**src/rtl/mul_result_stage_if.sv**
```systemverilog
// Bus between the multiplier pipeline and the result stage.
// The master side drives the M/E-stage inputs; the slave side returns the W result and fusion lookup.
interface mul_result_stage_if #(
    parameter int XLEN = 32
);
    logic              StallW;
    logic              FlushW;
    logic              MulValidM;
    logic [2:0]        Funct3M;
    logic              W64M;
    logic [2*XLEN-1:0] ProdM;
    logic [XLEN-1:0]   SrcAM;
    logic [XLEN-1:0]   SrcBM;
    logic [XLEN-1:0]   SrcAE;
    logic [XLEN-1:0]   SrcBE;
    logic [2:0]        Funct3E;
    logic              MulValidE;
    logic [XLEN-1:0]   MulResultW;
    logic              MulValidW;
    logic              FuseHitE;
    logic [XLEN-1:0]   FuseResultE;

    modport master (
        output StallW, FlushW, MulValidM, Funct3M, W64M, ProdM,
               SrcAM, SrcBM, SrcAE, SrcBE, Funct3E, MulValidE,
        input  MulResultW, MulValidW, FuseHitE, FuseResultE
    );

    modport slave (
        input  StallW, FlushW, MulValidM, Funct3M, W64M, ProdM,
               SrcAM, SrcBM, SrcAE, SrcBE, Funct3E, MulValidE,
        output MulResultW, MulValidW, FuseHitE, FuseResultE
    );
endinterface

```
**src/rtl/mul_result_stage.sv**
```systemverilog
// Selects the MUL/MULH*/MULW result from the M-stage product into W: 1-cycle latency, StallW holds, FlushW clears.
// Optional one-entry E-stage fusion cache is built only when MUL_RESULT_STAGE_FUSE_EN is defined.
module mul_result_stage #(
    parameter int XLEN = 32
) (
    input  logic               clk,
    input  logic               reset_n,
    mul_result_stage_if.slave  bus
);

    logic [XLEN-1:0] prod_lo;
    logic [XLEN-1:0] prod_hi;
    logic [XLEN-1:0] w_res;
    logic [XLEN-1:0] sel_res;
    logic [XLEN-1:0] res_q;
    logic            vld_q;
    logic            w_op;
    logic            high_op;

    assign prod_lo = bus.ProdM[XLEN-1:0];
    assign prod_hi = bus.ProdM[2*XLEN-1:XLEN];
    assign high_op = (bus.Funct3M == 3'b001) || (bus.Funct3M == 3'b010) ||
                     (bus.Funct3M == 3'b011);

    // Word ops only exist on RV64; on RV32 W64M is ignored.
    if (XLEN == 64) begin : g_word
        assign w_op  = bus.W64M;
        assign w_res = {{32{prod_lo[31]}}, prod_lo[31:0]};
    end else begin : g_noword
        logic unused_w64;
        assign w_op       = 1'b0;
        assign w_res      = prod_lo;
        assign unused_w64 = bus.W64M;
    end

    always_comb begin
        sel_res = '0;
        if (w_op) begin
            sel_res = w_res;
        end else begin
            case (bus.Funct3M)
                3'b000:                 sel_res = prod_lo;
                3'b001, 3'b010, 3'b011: sel_res = prod_hi;
                default:                sel_res = '0;
            endcase
        end
    end

    always_ff @(posedge clk or negedge reset_n) begin
        if (!reset_n) begin
            res_q <= '0;
            vld_q <= 1'b0;
        end else if (bus.FlushW) begin
            res_q <= '0;
            vld_q <= 1'b0;
        end else if (!bus.StallW) begin
            res_q <= sel_res;
            vld_q <= bus.MulValidM;
        end
    end

    assign bus.MulResultW = res_q;
    assign bus.MulValidW  = vld_q;

`ifdef MUL_RESULT_STAGE_FUSE_EN
    logic            c_vld;
    logic [XLEN-1:0] c_a;
    logic [XLEN-1:0] c_b;
    logic [XLEN-1:0] c_lo;
    logic            cache_wr;
    logic            hit;

    // Any high-type op carries the full product; its low half is signedness-independent.
    assign cache_wr = bus.MulValidM & high_op & ~w_op & ~bus.StallW & ~bus.FlushW;

    always_ff @(posedge clk or negedge reset_n) begin
        if (!reset_n) begin
            c_vld <= 1'b0;
            c_a   <= '0;
            c_b   <= '0;
            c_lo  <= '0;
        end else if (cache_wr) begin
            c_vld <= 1'b1;
            c_a   <= bus.SrcAM;
            c_b   <= bus.SrcBM;
            c_lo  <= prod_lo;
        end
    end

    assign hit = c_vld & bus.MulValidE & (bus.Funct3E == 3'b000) &
                 (bus.SrcAE == c_a) & (bus.SrcBE == c_b);

    assign bus.FuseHitE    = hit;
    assign bus.FuseResultE = hit ? c_lo : '0;
`else
    logic unused_fuse;
    assign unused_fuse = ^{bus.SrcAM, bus.SrcBM, bus.SrcAE, bus.SrcBE,
                           bus.Funct3E, bus.MulValidE, high_op};

    assign bus.FuseHitE    = 1'b0;
    assign bus.FuseResultE = '0;
`endif

endmodule

```
**src/flat_wrapper.sv**
```systemverilog
// flat-port wrapper written by rule: the top's interface ports become plain ports
module mul_result_stage_flat 
#(
    parameter int XLEN = 32
)
  (clk, reset_n, bus_StallW, bus_FlushW, bus_MulValidM, bus_Funct3M, bus_W64M, bus_ProdM, bus_SrcAM, bus_SrcBM, bus_SrcAE, bus_SrcBE, bus_Funct3E, bus_MulValidE, bus_MulResultW, bus_MulValidW, bus_FuseHitE, bus_FuseResultE);
  mul_result_stage_if #(.XLEN(XLEN)) bus_i ();
  input  logic clk;
  input  logic reset_n;
  input wire logic [$bits(bus_i.StallW)-1:0] bus_StallW;
  input wire logic [$bits(bus_i.FlushW)-1:0] bus_FlushW;
  input wire logic [$bits(bus_i.MulValidM)-1:0] bus_MulValidM;
  input wire logic [$bits(bus_i.Funct3M)-1:0] bus_Funct3M;
  input wire logic [$bits(bus_i.W64M)-1:0] bus_W64M;
  input wire logic [$bits(bus_i.ProdM)-1:0] bus_ProdM;
  input wire logic [$bits(bus_i.SrcAM)-1:0] bus_SrcAM;
  input wire logic [$bits(bus_i.SrcBM)-1:0] bus_SrcBM;
  input wire logic [$bits(bus_i.SrcAE)-1:0] bus_SrcAE;
  input wire logic [$bits(bus_i.SrcBE)-1:0] bus_SrcBE;
  input wire logic [$bits(bus_i.Funct3E)-1:0] bus_Funct3E;
  input wire logic [$bits(bus_i.MulValidE)-1:0] bus_MulValidE;
  output wire logic [$bits(bus_i.MulResultW)-1:0] bus_MulResultW;
  output wire logic [$bits(bus_i.MulValidW)-1:0] bus_MulValidW;
  output wire logic [$bits(bus_i.FuseHitE)-1:0] bus_FuseHitE;
  output wire logic [$bits(bus_i.FuseResultE)-1:0] bus_FuseResultE;
  assign bus_i.StallW = bus_StallW;
  assign bus_i.FlushW = bus_FlushW;
  assign bus_i.MulValidM = bus_MulValidM;
  assign bus_i.Funct3M = bus_Funct3M;
  assign bus_i.W64M = bus_W64M;
  assign bus_i.ProdM = bus_ProdM;
  assign bus_i.SrcAM = bus_SrcAM;
  assign bus_i.SrcBM = bus_SrcBM;
  assign bus_i.SrcAE = bus_SrcAE;
  assign bus_i.SrcBE = bus_SrcBE;
  assign bus_i.Funct3E = bus_Funct3E;
  assign bus_i.MulValidE = bus_MulValidE;
  assign bus_MulResultW = bus_i.MulResultW;
  assign bus_MulValidW = bus_i.MulValidW;
  assign bus_FuseHitE = bus_i.FuseHitE;
  assign bus_FuseResultE = bus_i.FuseResultE;
  mul_result_stage #(.XLEN(XLEN)) u_core (.clk(clk), .reset_n(reset_n), .bus(bus_i));
endmodule
```
**config.mk**
```make
export PLATFORM = sky130hd
export DESIGN_NAME = mul_result_stage_flat
export DESIGN_NICKNAME = d
export VERILOG_FILES = /design/src/rtl/mul_result_stage_if.sv /design/src/rtl/mul_result_stage.sv /design/src/flat_wrapper.sv
export SDC_FILE = /design/constraint.sdc
export NUM_CORES = 1
export LEC_CHECK = 0
export BUFFER_PORTS_ARGS = -buffer_cell sky130_fd_sc_hd__buf_4
export CORE_AREA = 2 2 106 108
export DETAILED_ROUTE_END_ITERATION = 10
export DIE_AREA = 0 0 108 110
export PLACE_DENSITY = 0.59
export SKIP_LAST_GASP = 1
export SLEW_MARGIN = 20
export SYNTH_ARGS = -nofsm -noshare
export SYNTH_HDL_FRONTEND = slang
export SYNTH_SLANG_ARGS = --single-unit
```
**constraint.sdc**
```tcl
create_clock -name clk -period 0.8 [get_ports clk]
set_input_delay 0.08 -clock clk [delete_from_list [all_inputs] [get_ports clk]]
set_output_delay 0.08 -clock clk [all_outputs]
set_load 0.005 [all_outputs]
```
Word level (Yosys, flattened, before mapping)
Cells that the tools add are included.
{"block": "totals", "ff_bits": 33, "input_bits": 205, "output_inout_bits": 66, "elab_cells": 13}
{"block": "classes", "n_eq_ne": 4, "n_mux": 5, "reduce_logical": 2}
{"operator": "$mux W32", "n": 2}
{"operator": "$pmux W32 S2", "n": 1}
{"operator": "$eq A3 B2 Y1 const B", "n": 2}
{"operator": "$eq A3 B1 Y1 const B", "n": 1}
{"operator": "$logic_not A3 Y1", "n": 1}
{"operator": "$reduce_or A3 Y1", "n": 1}
{"operator": "$mux W1", "n": 2}
{"operator": "$ne A2 B1 Y1 const B", "n": 1}

Longest topological paths before layout
Gate-level depths: netlist (run 1).
{"block": "depth", "depth_word": 5, "ltp_mapped": 5, "depth_no_buf": 3}

Least setup slack after synthesis (run 1)
Ideal clock, no wire load.
{"block": "synth_timing", "kind": "input-to-reg", "start": "input port bus_Funct3M[2]", "end": "register u_core.res_q[0], in the netlist u_core.bus.MulResultW[0]", "setup_time_ns": 0.074, "arrival_ns": 0.760, "required_time_ns": 0.726, "slack_ns": -0.034, "path_stages": 3, "path_buffers": 1, "cell_sequence": "or3_4 > buf_6 > o21ai_2"}
{"block": "synth_via", "elab_chain_len": 5, "word_cells_on_any_way": 8, "classes_between": "3 x eq/ne; 3 x mux; 2 x reduce/logical"}
{"element": "from (decl)", "line_no": "flat_wrapper.sv:13", "text": "input wire logic [$bits(bus_i.Funct3M)-1:0] bus_Funct3M;"}
{"element": "$eq A3 B2 Y1 / $eq A3 B1 Y1 (equally long branches)"}
{"element": "$reduce_or A3 Y1", "line_no": "mul_result_stage.sv:41", "text": "case (bus.Funct3M)"}
{"element": "$pmux W32 S2 (*)", "line_no": "mul_result_stage.sv:41"}
{"element": "$mux W32 (*)", "line_no": "mul_result_stage.sv:56", "text": "end else if (!bus.StallW) begin"}
{"element": "$mux W32 (*)", "line_no": "mul_result_stage.sv:53", "text": "end else if (bus.FlushW) begin"}
{"element": "to (signal assigned)", "line_no": "mul_result_stage.sv:57", "text": "res_q <= sel_res;"}
{"element": "to (decl)", "line_no": "mul_result_stage.sv:15", "text": "logic [XLEN-1:0] res_q;"}
Every way passes the cells marked *; elsewhere a longest branch is shown, timed or not. The select of a mux whose other input is x is not followed.
A chain may end at the register's enable or synchronous reset.

Worst setup path after layout (run 1)
{"block": "layout_timing", "start": "register u_core.res_q[4], in the netlist u_core.bus.MulResultW[4]", "end": "output port bus_MulResultW[4]"}
{"element": "to (decl)", "line_no": "flat_wrapper.sv:22", "text": "output wire logic [$bits(bus_i.MulResultW)-1:0] bus_MulResultW;"}
No word-level cell between the ends.

==> qor.yml, run 1 <==
sta:
  fin_hold_ws_ps: 45.3
  final-max-slew-violation-count: 0
  final-setup-viol-count: 36
  finalWorstSetupSlack_ps: -94.4
  tns_ps: -2730
  finalHoldViolations: 0
  fin_crit_sh_pct: 112
  clock_skew_ps: 0
  period_needed_ps: 894
  fmax_ghz: 1.12
  rsz0062_at_grt: "yes"
layout:
  fin_cells: 442
  fin_area_um2: 3110
  utilization_pct: 29.1
  fillCellCount: 1130
  final_nets: 506
  area.growth.synth_to_final_pct: 62.9
  final-seq-area_um2: 826
  multi_input_area_um2: 882
  drive_gt1_share_pct: 55.0
  antenna_cells: 0
setup_path:
  slowest_delay_ps: 410
  arrival_ps: 810
  reg2reg_slack_ps: -60
  critPathMaxFanout: 2
  critPathSlowestCell: "dfrtp_1"
  required_ps: 720
  r2r_end: "u_core.bus.MulResultW[24]"
  path_class: "flop to output port"
  crit_chain: "buf_6"
  path_buf_inv: 1
  cp-endpoint: "bus_MulResultW[4]"
  worstRegToRegCells: 4
  end_kind: "output port"
  reg2reg_from: "u_core.bus.MulResultW[24]"
  crit_family: "flip-flops"
  cp-start-kind: "flop"
  crit_cells: 1
  crit_start: "u_core.bus.MulResultW[4]"
yosys:
  synth_area_um2: 1910
  syn-mean-instance-area_um2: 10.7
  synthMuxAreaShare_pct: 17.3
  synth_compound_area_share_pct: 14.3
  yosys-top-cells-area: "dfrtp_1, mux2i_1, buf_4, o21ai_2, nand2_1"
  synthAdderAreaFrac_pct: 0
  synth_xor_area_share_pct: 0
  yosys_warnings: 0
  synth.largest_area_cell: "dfrtp_1"
  ys_types: 13
  synthSimpleGateAreaFrac_pct: 8.12
  netlist_instances: 178
  ys_seq_area_share_pct: 43.2
  synth_top_area_share_pct: 43.2
  ys_seq_elements: 33
  synth_top_family_by_area: "multiplexers"
power:
  p_int_mw: 2.89
  pwr-share-clk_pct: 32.0
  p_sw_share_pct: 27.2
  total_power_mw: 3.98
  power_frac_comb_pct: 23.0
  power_density_nw_per_um2: 1280
  p_switching_mw: 1.08
  peakVddDrop_mv: 0.542
  p_seq_share_pct: 45.0
  p_leak_nw: 1.55
global_routing:
  grt_pass1_wl_mm: 7.42
  grt_max_degree: 34
  grt_pass1_vias: 1472
  grt_antenna_before_repair: 0
  grt_overflow_total: 0
  grtUsageTotal_pct: 8.04
placed_design:
  dp_cells: 417
  gp_congestion: 0.635
  dpl_worst_slack_ps: -241
  post_dp_cell_area_um2: 2770
  io_buffers: 104
  hpwl_mm: 3.68
drt:
  drc_errors: 0
  wl_met3_um: 413
  dr.max_layer_used: "met4"
  via_per_inst: 3.57
  ant_nets: 0
  num_vias: 1576
  drt-met1-wl_mm: 2.10
  wl_mm: 4.95
  dr.pass1.iters: 4
  wl_met2_mm: 2.42
  drt_iter0_drc: 26
  routedWlPerCell_um: 11.2
clock_tree:
  htree_num_levels: 2
  cts_root_buf: "clkbuf_8"
  clk_latency_ps: 280
  cts_buffer_depth: 2
  clk_transition_reported_paths_ps: 80
  cts_tree: "done"
  cts_sinks: 33
  numCtsBuffers: 5
floorplan:
  die_h_um: 110
  core_um2: 10700
  rows: 38
  initial_core_util_pct: 17.9
  dieArea_um2: 11900
  io_pins: 271
  fp.dieW_um: 108
run_status:
  run_status: "finished, violations left"
  violations: "setup timing"
job:
  max_cap_violations: 0
hold_path:
  hold_path.class: "input pin to flop"
==> worst min-delay path by stage <==
| stage | startpoint | end | cells after the start |
|---|---|---|---|
| 2_1_floorplan | reset_n | u_core.bus.MulResultW[0] | 0 |
| 3_3_place_gp | reset_n | u_core.bus.MulValidW | 1 |
| 3_5_place_dp | reset_n | u_core.bus.MulValidW | 1 |
| 4_1_cts | bus_MulValidM | u_core.bus.MulValidW | 3 |
| 5_1_grt | bus_ProdM[50] | u_core.bus.MulResultW[18] | 3 |
| 6_report | bus_MulValidM | u_core.bus.MulValidW | 3 |
==> synthesized netlist by cell type <==
cell	n
nor2_4	1
o21ai_2	30
nor2_1	1
buf_4	36
buf_6	3
dfrtp_1	33
buf_2	4
nand2_1	32
conb_1	1
mux2i_1	33
o21ai_0	2
or3_4	1
and2b_2	1
==> power by group through the flow <==
stage	clock [mW]	combinational (mW)	sequential, mW
4_1_cts	1.37	0.901	1.79
3_5_place_dp	0	0.836	1.81
3_3_place_gp	0	0.825	1.81
6_report	1.27	0.914	1.79
2_1_floorplan	0	0.444	1.81
5_1_grt	1.44	1.00	1.80
==> final cells by class <==
cell class	instances	share of cell area, %
well taps	140	5.62
clock inverters	3	0.562
repair buffers	127	36.8
multi-input cells	134	28.3
clock buffers	5	2.21
flip-flops and latches	33	26.5
==> kinds of logic after synthesis <==
group | count (synthesis)
other | 1
AOI/OAI and AO/OA | 32
buffers and inverters | 43
and+or+nand+nor | 36
muxes | 33
DFF | 33
==> flip-flops by register name, summed over array words and instances (netlist names) <==
register	flops
u_core.bus.MulResultW	32
u_core.bus.MulValidW	1
==> layout by cell type (no fill, tap or decap) <==
cell type / count
or3_4: 1
clkbuf_8: 5
nor2_4: 1
dfrtp_1: 33
buf_4: 87
buf_12: 5
conb_1: 33
nand2_1: 32
o21ai_0: 2
and2b_2: 1
mux2i_1: 33
buf_6: 33
dlygate4sd3_1: 2
nor2_1: 1
o21ai_2: 30
clkinv_2: 2
clkinvlp_4: 1
==> what timing repair did <==
action,CTS,global route
setup buffers,6,9
endpoints found under the hold margin,34,0
resized for setup,33,0
setup endpoints to repair,33,33
hold buffers,2,0
==> per-layer routing <==
metal	global-route usage (%)	vias to the layer above
met5	0	-
met1	10.1	703
met3	2.70	2
met4	1.92	0
li1	-	783
met2	13.4	88
Power figures use the tool's default switching activity.
==> run 2: changes to the inputs <==
Settings changed: CTS_BUF_LIST from default to sky130_fd_sc_hd__clkbuf_16.
==> run 2 against run 1 <==
Effect of this change:
- the flow still finishes with violations (setup timing)
- non-clock buffer count is 2 lower
- worst setup slack improved by 15 ps
- clock power increased by 48%
- design area is 1.3% higher
- routed wire length down 0.24%
- critical path depth is the same
- power increased by 15%
- combinational power fell by 0.7%
- register-to-register slack gained 60 ps
- via count rose by 0.13%
- core utilization grew 0.39 points
- critical endpoint is now bus_MulResultW[14]
- largest power group is now the clock network
==> qor.yml, run 2 (synthesis gave the netlist of run 1 again) <==
global_routing:
  grt_use_met1_pct: 10.1
  grt_pass1_wl_mm: 7.42
  grt_overflow_total: 0
  grt_pass1_vias: 1470
  gr-usage-met3_pct: 2.88
  grt_use_met2_pct: 13.3
  grt_antenna_before_repair: 0
  grtUsageTotal_pct: 8.06
  grt_busiest_layer: "met2"
  grt_max_degree: 34
setup_path:
  worstRegToRegCells: 3
  crit_family: "flip-flops"
  slowest_delay_ps: 400
  critPathMaxFanout: 2
  critPathSlowestCell: "dfrtp_1"
  r2r_end: "u_core.bus.MulValidW"
  path_buf_inv: 1
  reg2reg_slack_ps: 0
  path_class: "flop to output port"
  cp-start-kind: "flop"
  arrival_ps: 800
  required_ps: 720
  reg2reg_from: "u_core.bus.MulValidW"
  end_kind: "output port"
  crit_chain: "buf_6"
floorplan:
  die_h_um: 110
  io_pins: 271
  fp.dieW_um: 108
  initial_core_util_pct: 17.9
  dieArea_um2: 11900
  core_um2: 10700
  rows: 38
sta:
  clock_skew_ps: 0
  finalHoldViolations: 0
  period_needed_ps: 879
  finalWorstSetupSlack_ps: -79.1
  final-max-slew-violation-count: 0
  fmax_ghz: 1.14
  rsz0062_at_grt: "yes"
  fin_crit_sh_pct: 110
  final-setup-viol-count: 34
  fin_hold_ws_ps: 56.2
run_status:
  run_status: "finished, violations left"
  violations: "setup timing"
clock_tree:
  cts_sinks: 33
  clk_transition_reported_paths_ps: 60
  htree_num_levels: 2
  clk_latency_ps: 270
  cts_tree: "done"
  cts_root_buf: "clkbuf_16"
  numCtsBuffers: 5
  cts_buffer_depth: 2
placed_design:
  gp_congestion: 0.635
  hpwl_mm: 3.68
  io_buffers: 104
  dpl_worst_slack_ps: -241
layout:
  final_nets: 504
  area.growth.synth_to_final_pct: 65.1
  drive_gt1_share_pct: 54.7
  final_common_cell: "buf_4"
  fillCellCount: 1123
  antenna_cells: 0
  largest_register_ffs: 32
  final_cell_mix: "buf_4, mux2i_1, conb_1, buf_6, dfrtp_1"
job:
  max_cap_violations: 0
hold_path:
  hold-path-cell-count: 3
  hold_end: "u_core.bus.MulValidW"
  hold_path.class: "input pin to flop"
  hold_start: "bus_MulValidM"
power:
  peakVddDrop_mv: 0.733
  p_leak_nw: 1.57
  power_density_nw_per_um2: 1450
drt:
  ant_nets: 0
  drt_iter0_drc: 26
  wl_mm: 4.93
  dr.pass1.iters: 4
  drc_errors: 0
  num_vias: 1578
  via_per_inst: 3.59
  routedWlPerCell_um: 11.2
run 2: changes by cell type in the layout (fill, tap and decap cells not counted), sizes merged:
cell  previous run  this run
buf            125       123
run 2: worst register-to-register path: stages, from the launching register on:
cell and delay, ps:
dfrtp_1 390, buf_4 130, mux2i_1 120, nor2_1 50
run 2: worst max path at each step:
stage	from	slack [ps]	to	cells past startpoint
floorplan	bus_Funct3M[2]	-30	u_core.bus.MulResultW[0]	3
global placement	bus_Funct3M[0]	-230	u_core.bus.MulResultW[3]	5
detailed placement	bus_Funct3M[2]	-240	u_core.bus.MulResultW[18]	4
CTS	u_core.bus.MulResultW[4]	-110	bus_MulResultW[4]	1
global route	u_core.bus.MulResultW[14]	-120	bus_MulResultW[14]	1
finish	u_core.bus.MulResultW[14]	-80	bus_MulResultW[14]	1
run 2: layout make-up:
cell class / instances / area, um2 / area share, %
Multi-Input combinational cell: 134 / 882 / 28.0
Timing Repair Buffer: 125 / 1130 / 35.8
Tap cell: 140 / 175 / 5.55
Sequential cell: 33 / 826 / 26.2
Clock inverter: 3 / 17.5 / 0.555
Clock buffer: 5 / 125 / 3.97
run 2: per-stage QoR:
stage	instances	area, um2	total power [mW]	setup TNS, ps	utilization [%]
after floorplan	210	2030	2.26	-1020	-
after global placement	417	2770	2.64	-6490	25.9
after detailed placement	417	2770	2.65	-7030	25.9
after CTS	433	3100	4.67	-2580	29.0
after global routing	440	3160	4.84	-3120	29.5
final	440	3160	4.58	-2160	29.5
run 2: repair_timing:
action / in CTS / in global routing
endpoints found under the setup margin: 33 / 33
endpoints found under the hold margin: 34 / 0
gates cloned: 0 / 0
resized for setup: 33 / 0
setup buffers: 6 / 7
hold buffers: 2 / 0
run 2: where the power goes:
part           switching (mW)  total, mW  internal (mW)  leakage (nW)
Combinational           0.359      0.908          0.549          1.05
Sequential             0.0533       1.79           1.74         0.450
Clock                   0.742       1.88           1.14        0.0696
run 2: layer usage:
metal  routed length, um  vias up
met1                2100      704
met5                   0        -
met2                2400       89
li1                    -      783
met3                 420        2
met4                  12        0
